### src/rtl/riscv_defs.sv
// Shared RV32 decode definitions: base opcodes, datapath width and the
// decoded class-flag bundle handed from decode to execute.
package riscv_defs;

  localparam int XLEN = 32;

  localparam logic [6:0] OP     = 7'b0110011;
  localparam logic [6:0] OP_IMM = 7'b0010011;
  localparam logic [6:0] LUI    = 7'b0110111;
  localparam logic [6:0] AUIPC  = 7'b0010111;
  localparam logic [6:0] BRANCH = 7'b1100011;
  localparam logic [6:0] JAL    = 7'b1101111;
  localparam logic [6:0] JALR   = 7'b1100111;
  localparam logic [6:0] LOAD   = 7'b0000011;
  localparam logic [6:0] STORE  = 7'b0100011;

  typedef struct packed {
    logic is_store;
    logic is_load;
    logic is_branch;
    logic is_jump;
    logic is_reg;
    logic is_alu;
    logic illegal;
  } flags_t;

endpackage

### src/rtl/regfile.sv
// Integer register file: two combinational read ports, one write port,
// x0 reads as zero and ignores writes; asynchronous reset clears every entry.
module regfile #(
  parameter int XLEN  = 32,
  parameter int NREGS = 32
) (
  input  logic            clk,
  input  logic            reset,
  input  logic [4:0]      raddr_a,
  input  logic [4:0]      raddr_b,
  output logic [XLEN-1:0] rdata_a,
  output logic [XLEN-1:0] rdata_b,
  input  logic            wen,
  input  logic [4:0]      waddr,
  input  logic [XLEN-1:0] wdata
);

  logic [XLEN-1:0] regs [NREGS];

  always_ff @(posedge clk or posedge reset) begin
    if (reset) begin
      for (int i = 0; i < NREGS; i++) regs[i] <= '0;
    end else if (wen && waddr != 5'd0) begin
      regs[waddr] <= wdata;
    end
  end

  assign rdata_a = (raddr_a == 5'd0) ? '0 : regs[raddr_a];
  assign rdata_b = (raddr_b == 5'd0) ? '0 : regs[raddr_b];

endmodule

### src/rtl/decode_stage.sv
// RV32 decode stage: decodes fetch's instruction, reads operands, tracks pending
// destinations in a scoreboard and registers one bundle for execute.
// Optional macro DECODE_BYPASS_EN forwards same-cycle writeback data into the operands.
module decode_stage #(
  parameter int XLEN  = riscv_defs::XLEN,
  parameter int NREGS = 32
) (
  input  logic            clk,
  input  logic            reset,
  input  logic            instr_valid,
  output logic            instr_ready,
  input  logic [31:0]     instr,
  input  logic [XLEN-1:0] instr_pc,
  input  logic            wb_en,
  input  logic [4:0]      wb_dest,
  input  logic [XLEN-1:0] wb_data,
  output logic            out_valid,
  input  logic            out_ready,
  output logic            is_store,
  output logic            is_load,
  output logic            is_branch,
  output logic            is_jump,
  output logic            is_reg,
  output logic            is_alu,
  output logic [XLEN-1:0] operand_a,
  output logic [XLEN-1:0] operand_b,
  output logic [XLEN-1:0] branch_dest,
  output logic [4:0]      dest,
  output logic [2:0]      func3,
  output logic            func7,
  output logic [XLEN-1:0] curr_pc,
  output logic            illegal
);
  import riscv_defs::*;

  logic [6:0] opcode;
  logic [4:0] rd, rs1, rs2;
  logic [2:0] f3;

  assign opcode = instr[6:0];
  assign rd     = instr[11:7];
  assign f3     = instr[14:12];
  assign rs1    = instr[19:15];
  assign rs2    = instr[24:20];

  logic signed [XLEN-1:0] imm_i, imm_s, imm_b, imm_u, imm_j;

  assign imm_i = XLEN'($signed(instr[31:20]));
  assign imm_s = XLEN'($signed({instr[31:25], instr[11:7]}));
  assign imm_b = XLEN'($signed({instr[31], instr[7], instr[30:25], instr[11:8], 1'b0}));
  assign imm_u = XLEN'($signed({instr[31:12], 12'b0}));
  assign imm_j = XLEN'($signed({instr[31], instr[19:12], instr[20], instr[30:21], 1'b0}));

  logic [XLEN-1:0] rf_a, rf_b, src_a, src_b;
  logic            fwd_a, fwd_b;

  regfile #(.XLEN(XLEN), .NREGS(NREGS)) u_regfile (
    .clk     (clk),
    .reset   (reset),
    .raddr_a (rs1),
    .raddr_b (rs2),
    .rdata_a (rf_a),
    .rdata_b (rf_b),
    .wen     (wb_en),
    .waddr   (wb_dest),
    .wdata   (wb_data)
  );

`ifdef DECODE_BYPASS_EN
  assign fwd_a = wb_en && (wb_dest == rs1) && (rs1 != 5'd0);
  assign fwd_b = wb_en && (wb_dest == rs2) && (rs2 != 5'd0);
`else
  assign fwd_a = 1'b0;
  assign fwd_b = 1'b0;
`endif
  assign src_a = fwd_a ? wb_data : rf_a;
  assign src_b = fwd_b ? wb_data : rf_b;

  flags_t          d_flags;
  logic [XLEN-1:0] d_a, d_b, d_bd;
  logic [4:0]      d_dest;
  logic [2:0]      d_f3;
  logic            d_f7, use_rs1, use_rs2, writes_rd;

  always_comb begin
    d_flags   = '0;
    d_a       = '0;
    d_b       = '0;
    d_bd      = '0;
    d_dest    = '0;
    d_f3      = '0;
    d_f7      = 1'b0;
    use_rs1   = 1'b0;
    use_rs2   = 1'b0;
    writes_rd = 1'b0;
    case (opcode)
      OP:     begin d_flags.is_alu = 1'b1; d_flags.is_reg = 1'b1; d_a = src_a; d_b = src_b;
                    d_dest = rd; d_f3 = f3; d_f7 = instr[30]; use_rs1 = 1'b1; use_rs2 = 1'b1; writes_rd = 1'b1; end
      OP_IMM: begin d_flags.is_alu = 1'b1; d_a = src_a; d_b = imm_i; d_dest = rd; d_f3 = f3;
                    d_f7 = (f3 == 3'b101) ? instr[30] : 1'b0; use_rs1 = 1'b1; writes_rd = 1'b1; end
      LUI:    begin d_flags.is_alu = 1'b1; d_b = imm_u; d_dest = rd; writes_rd = 1'b1; end
      AUIPC:  begin d_flags.is_alu = 1'b1; d_a = instr_pc; d_b = imm_u; d_dest = rd; writes_rd = 1'b1; end
      BRANCH: begin d_flags.is_branch = 1'b1; d_a = src_a; d_b = src_b; d_bd = imm_b; d_f3 = f3;
                    use_rs1 = 1'b1; use_rs2 = 1'b1; end
      JAL:    begin d_flags.is_jump = 1'b1; d_a = imm_j; d_dest = rd; writes_rd = 1'b1; end
      JALR:   begin d_flags.is_jump = 1'b1; d_flags.is_reg = 1'b1; d_a = src_a; d_b = imm_i;
                    d_dest = rd; d_f3 = f3; use_rs1 = 1'b1; writes_rd = 1'b1; end
      LOAD:   begin d_flags.is_load = 1'b1; d_a = src_a; d_b = imm_i; d_dest = rd; d_f3 = f3;
                    use_rs1 = 1'b1; writes_rd = 1'b1; end
      STORE:  begin d_flags.is_store = 1'b1; d_a = src_a; d_b = imm_s; d_bd = src_b; d_f3 = f3;
                    use_rs1 = 1'b1; use_rs2 = 1'b1; end
      default: d_flags.illegal = 1'b1;
    endcase
  end

  // A source being written back this cycle is only safe to read when it is forwarded.
  logic [NREGS-1:0] pending, pending_next;
  logic             hazard, accept, vld_p1;

  assign hazard = (use_rs1 && pending[rs1] && !fwd_a) ||
                  (use_rs2 && pending[rs2] && !fwd_b) ||
                  (writes_rd && rd != 5'd0 && pending[rd]);
  assign instr_ready = (!vld_p1 || out_ready) && !hazard;
  assign accept      = instr_valid && instr_ready;

  always_comb begin
    pending_next = pending;
    if (wb_en) pending_next[wb_dest] = 1'b0;
    if (accept && writes_rd && rd != 5'd0) pending_next[rd] = 1'b1;
    pending_next[0] = 1'b0;
  end

  always_ff @(posedge clk or posedge reset) begin
    if (reset) pending <= '0;
    else       pending <= pending_next;
  end

  // ---- stage p1: bundle presented to execute ----
  flags_t          flags_p1;
  logic [XLEN-1:0] opa_p1, opb_p1, bdest_p1, pc_p1;
  logic [4:0]      dest_p1;
  logic [2:0]      f3_p1;
  logic            f7_p1;

  always_ff @(posedge clk or posedge reset) begin
    if (reset) begin
      vld_p1   <= 1'b0;
      flags_p1 <= '0;
      opa_p1   <= '0;
      opb_p1   <= '0;
      bdest_p1 <= '0;
      dest_p1  <= '0;
      f3_p1    <= '0;
      f7_p1    <= 1'b0;
      pc_p1    <= '0;
    end else if (accept) begin
      vld_p1   <= 1'b1;
      flags_p1 <= d_flags;
      opa_p1   <= d_a;
      opb_p1   <= d_b;
      bdest_p1 <= d_bd;
      dest_p1  <= d_dest;
      f3_p1    <= d_f3;
      f7_p1    <= d_f7;
      pc_p1    <= instr_pc;
    end else if (out_ready) begin
      vld_p1   <= 1'b0;
      flags_p1 <= '0;
      dest_p1  <= '0;
    end
  end

  assign out_valid   = vld_p1;
  assign is_store    = flags_p1.is_store;
  assign is_load     = flags_p1.is_load;
  assign is_branch   = flags_p1.is_branch;
  assign is_jump     = flags_p1.is_jump;
  assign is_reg      = flags_p1.is_reg;
  assign is_alu      = flags_p1.is_alu;
  assign illegal     = flags_p1.illegal;
  assign operand_a   = opa_p1;
  assign operand_b   = opb_p1;
  assign branch_dest = bdest_p1;
  assign dest        = dest_p1;
  assign func3       = f3_p1;
  assign func7       = f7_p1;
  assign curr_pc     = pc_p1;

endmodule

### config.mk
export PLATFORM = sky130hd
export DESIGN_NAME = decode_stage
export DESIGN_NICKNAME = d
export VERILOG_FILES = /design/src/rtl/riscv_defs.sv /design/src/rtl/regfile.sv /design/src/rtl/decode_stage.sv
export SDC_FILE = /design/constraint.sdc
export NUM_CORES = 2
export LEC_CHECK = 0
export CORE_ASPECT_RATIO = 1.2
export CORE_UTILIZATION = 50
export CTS_CLUSTER_SIZE = 25
export DETAILED_ROUTE_END_ITERATION = 8
export PLACE_DENSITY = 0.68
export SETUP_SLACK_MARGIN = 0.5
export SYNTH_ARGS = -nofsm -noshare
export SYNTH_HDL_FRONTEND = slang
export SYNTH_SLANG_ARGS = --single-unit
### constraint.sdc
create_clock -name clk -period 100.1 [get_ports clk]
set_input_delay 20.02 -clock clk [delete_from_list [all_inputs] [get_ports clk]]
set_output_delay 20.02 -clock clk [all_outputs]
set_load 0.03 [all_outputs]
# --- After elaboration in Yosys (flattened, before gate mapping) ---
# Cells that the tools add are included.
op_classes:
  magnitude_cmp: 10
  eq_ne: 10
  n_mux: 46
  bitwise_logic: 6
  n_reduce_logical: 32
ops:
  columns: ["op", "n"]
  rows:
  - ["bitwise mux 1024 bit", 1]
  - ["binary-select mux 32 bit (select 5 bit)", 2]
  - ["two-way mux 32 bit", 9]
  - ["demux 32 bit (select 5 bit)", 1]
  - ["one-hot mux 32 bit (4 select lines)", 1]
  - ["one-hot mux 32 bit (3 select lines)", 1]
  - ["one-hot mux 32 bit (2 select lines)", 1]
  - ["bitwise AND 32 bit", 1]
  - ["NOT 32 bit", 1]
  - ["OR 32 bit", 1]
  - ["< comparator 5 x 6 -> 1 bit, second input constant", 4]
  - ["== test 7 x 6 -> 1 bit, second input constant", 3]
  - ["== test 7 bit, second input constant", 3]
  - [">= comparator 6 bit, second input constant", 3]
  - ["two-way mux 1 bit", 18]
  - ["NOT 5 -> 6 bit", 3]
  - ["binary-select mux 1 bit (select 5 bit)", 3]
  - ["two-way mux 5 bit", 3]
  - ["== test 7 x 5 -> 1 bit, second input constant", 2]
  - ["two-way mux 7 bit", 2]
  - ["logical AND 1 bit", 12]
  - ["demux 1 bit (select 5 bit)", 2]
  - [">= comparator 5 x 1 -> 1 bit, second input constant", 2]
  - ["logical NOT 5 bit", 2]
  - ["15 further kinds", 23]
word_totals:
  reg_bits: 1200
  input_bits: 106

# --- Depth between registers and ports, before layout ---
depth:
  depth_word: 12
  mapped_depth: 12

# --- Cells and area by module ---
# From an unflattened synthesis, not the netlist that was laid out.
unflattened:
  cells_unflattened: 4387
  hier_area_um2: 63364.5
by_module_without_submodules:
  columns: ["module", "instances", "cells_each", "area_each_um2", "seq_area_each_um2"]
  rows:
  - ["regfile", 1, 3619, 54219.5, 25624.6]
  - ["decode_stage", 1, 768, 9145.0, 4404.2]

# --- Worst setup path after synthesis ---
# Ideal clock, no wire load.
synth_path:
  path_type: "input to output"
  startpoint: "input instr[16]"
  endpoint: "output instr_ready"
  t_arrival_ns: 21.661
  t_required_ns: 80.080
  setup_slack_ns: 58.419
  cell_stages: 6
  path_buffers: 1
  cell_sequence: "buf_2 > mux4_2 > mux2_2 > a211oi_2 > a2bb2oi_2 > and2_1"
synth_via:
  elab_chain_len: 7
synth_lines:
  columns: ["item", "line_no", "rtl"]
  rows:
  - ["start, declared", "decode_stage.sv:12", "input logic [31:0] instr,"]
  - ["binary-select mux 1 bit (select 5 bit)", "decode_stage.sv:120", "assign hazard = (use_rs1 && pending[rs1] && !fwd_a) ||"]
  - ["two-way mux 1 bit (implied by the code)", "decode_stage.sv:120", null]
  - ["logical AND 1 bit", "decode_stage.sv:120", null]
  - ["logical OR 1 bit", "decode_stage.sv:120", null]
  - ["logical OR 1 bit", "decode_stage.sv:121", "(use_rs2 && pending[rs2] && !fwd_b) ||"]
  - ["logical NOT 1 bit", "decode_stage.sv:123", "assign instr_ready = (!vld_p1 || out_ready) && !hazard;"]
  - ["logical AND 1 bit", "decode_stage.sv:123", null]
  - ["end, declared", "decode_stage.sv:11", "output logic instr_ready,"]
# No other way between the ends. The select of a mux whose other input is x is not followed.

# --- Worst setup path in the final report ---
layout_path:
  startpoint: "input instr[21]"
  endpoint: "output instr_ready"
layout_via:
  elab_chain_len: 7
layout_lines:
  columns: ["item", "line_no"]
  rows:
  - ["binary-select mux 1 bit (select 5 bit)", "decode_stage.sv:121"]
  - ["two-way mux 1 bit (implied by the code)", "decode_stage.sv:121"]
  - ["logical AND 1 bit", "decode_stage.sv:121"]
  - ["logical OR 1 bit", "decode_stage.sv:120"]
  - ["logical OR 1 bit", "decode_stage.sv:121"]
  - ["logical NOT 1 bit", "decode_stage.sv:123"]
  - ["logical AND 1 bit", "decode_stage.sv:123"]
# No other way between the ends. The select of a mux whose other input is x is not followed.

==> impl_metrics.tcl <==
set metrics [dict create \
    status "finished clean" \
    routabilityCongestion 0.934 \
    die_y_um 390 \
    grt_pass1_vias 40800 \
    antenna_found_initial 13 \
    core-area_um2 125000 \
    syn_to_final_growth_pct 12.7 \
    yosysTopAreaCell "dfrtp_1" \
    portBuffers 251 \
    fin_cells 5946 \
    endpoint_kind "output port" \
    period_minus_slack_ns 43.86 \
    hold_violations 0 \
    cp.arrival_ns 23.84 \
    synth_most_common_cell "dfrtp_1" \
    drv_cap 0 \
    critPathSlowestCell "buf_4" \
    total_leakage_power_nw 30.4 \
    vias_per_cell 6.73 \
    largest-register "u_regfile.regs" \
    largest_register_ffs 1024 \
    drv_slew 0 \
    drt-pass1-iter-count 5 \
    finalNetCount 4296 \
    cts_buffers 130 \
    synth_edf_count 0 \
    ys.flop_type "dfrtp_1" \
    netlist_instances 4171 \
    clock_sinks 1200 \
    yosysSeqAreaShare_pct 47.8 \
    ys_types 57 \
    pre_cts_slack_ns 56.27 \
    yosys_warnings 0 \
    ys_ff_latch 1200 \
    final_core_util_pct 56.8 \
    met3_length_um 16300 \
    route.met2.wl_um 91100 \
    dpl.hpwl_um 112000 \
    root_buffer "clkbuf_16" \
    cts_setup_buffers 0 \
    critPathLaunchType "input port" \
    cts_tree "done" \
    drive_above_1_share_pct 46.1 \
    cp_num_buf_inv 3 \
    hold_path.class "flop to flop" \
    netlist.area_leader.share_pct 47.8 \
    h-tree-depth 4 \
    routedLengthMet1_um 77600 \
    dp.cells 5714 \
    p_per_area_nw_per_um2 19.6 \
    start_util_pct 50.4 \
    rows 142 \
    drc 0 \
    crit_family "buffers and inverters" \
    grt_usage_pct 30.6 \
    fin_worst_skew_ns 0.0353 \
    critical_path_peak_fanout 62 \
    async_flop_share_pct 100 \
    vias 40000 \
    crit_type "input port to output port" \
    die_area_um2 127000 \
    overflow 0 \
    grt_max_degree 161 \
    syn_nets 4277 \
    clk_pin_slew_ns 0.06 \
    cts_resized 0 \
    worst_pin_slew_ns 1.30 \
    cts_hold_buf 0 \
    die_w_um 326 \
    setup_tns_ns 0 \
    cp_slowest_stage_delay_ns 0.90 \
    wire_per_inst_um 32.2 \
    setup_viol 0 \
    relSlewSlack_pct 12.9 \
    insertion_delay_ns 0.78 \
    top_layer_used "met5" \
    drt_wl_total_um 191000 \
    peakVddDrop_mv 0.0155 \
    clock_path_buffers 3 \
    critPathRequiredTime_ns 80.08 \
    boundaryPins 252 \
    drtAntennaViolNets 0 \
    synth_top_cells_by_count "dfrtp_1 (1200), mux2_2 (1056), mux4_2 (566)" \
    drt_iter0_markers 3951 \
    crit_chain "buf_8, buf_4, mux2_2, a221o_1, a31oi_1, a221oi_1, a2bb2oi_2, and2_1, clkdlybuf4s50_1" \
    ys_top_cells_by_area "dfrtp_1 (48%), mux4_2 (20%), mux2_2 (19%)" \
    synth.avg_cell_area_um2 15.1 \
    synth_area_um2 62800 \
    rsz0062_at_grt "false" \
    setup_slack_ns 56.24 \
    grt_pass1_wl_um 285000 \
    period_share_pct 43.8 \
    fmax_mhz 22.8 \
]
## area by class of cell
type	instances	area [um^2]
fill	9882	53900
multi-input combinational	2505	31000
sequential	1200	30000
clock buffer	183	3750
timing repair buffer	337	3260
tap	1656	2070
clock inverter	43	582
inverter	16	67.6
antenna	6	15.0
## per-layer routing
layer,up-vias,track usage [%]
met5,-,0
li1,16100,-
met4,12,10.1
met3,343,6.74
met1,21700,42.2
met2,1812,48.3
## worst reg2reg max path: cells and delay by family (launching register included)
family / cells / cell delay [ns]
mux: 2 / 0.92
flops: 1 / 0.44
compound gates: 4 / 1.11
simple gates: 1 / 0.55
buf+inv: 1 / 0.55
## placed cells by master (no fill, tap or decap), types with 32 or more instances in the layout
cell type / n
buf_4: 80
mux2_1: 95
mux2_2: 1056
nand2_1: 170
o211ai_1: 32
mux4_2: 566
mux2i_1: 142
o21ai_0: 89
a22oi_1: 33
dfrtp_1: 1200
clkbuf_16: 136
clkdlybuf4s50_1: 243
## cell families (layout without fill, tap and decap cells)
| family | after synthesis | count (layout) | share of synthesized area (%) |
|---|---|---|---|
| mux | 1859 | 1859 | 43.2 |
| buf+inv | 466 | 579 | 3.18 |
| flops | 1200 | 1200 | 47.8 |
| compound gates | 297 | 297 | 3.24 |
| simple gates | 348 | 348 | 2.60 |
| xor+xnor | 1 | 1 | 0.0139 |
| other cells | 0 | 6 | 0 |
## worst paths after layout
| kind | startpoint | depth (start not counted) | endpoint | slack [ns] |
|---|---|---|---|---|
| max in group asynchronous | reset | 5 | u_regfile.regs[589] | 77.32 |
| min in group asynchronous | reset | 2 | operand_a[6] | 19.72 |
| hold reg to reg | u_regfile.regs[1019] | 0 | u_regfile.regs[1019] | 0.38 |
| hold / removal | u_regfile.regs[1019] | 0 | u_regfile.regs[1019] | 0.38 |
| setup / recovery | instr[21] | 9 | instr_ready | 56.24 |
| setup reg to reg | pending[3] | 8 | curr_pc[29] | 96.41 |
## where the power goes
group | internal [mW] | switching, mW
clock | 0.290 | 0.204
sequential | 0.568 | 0.0595
combinational | 0.159 | 0.108
## metrics by stage
stage	total power, mW	instance area [um^2]	hold WS, ns
finish	1.39	70800	0.375
CTS	1.39	70800	0.377
global placement	0.890	66400	0.360
detailed placement	0.900	66400	0.363
global route	1.44	70800	0.396
floorplan	0.825	62800	0.425
Note: power is estimated with default switching activity, not from simulation.
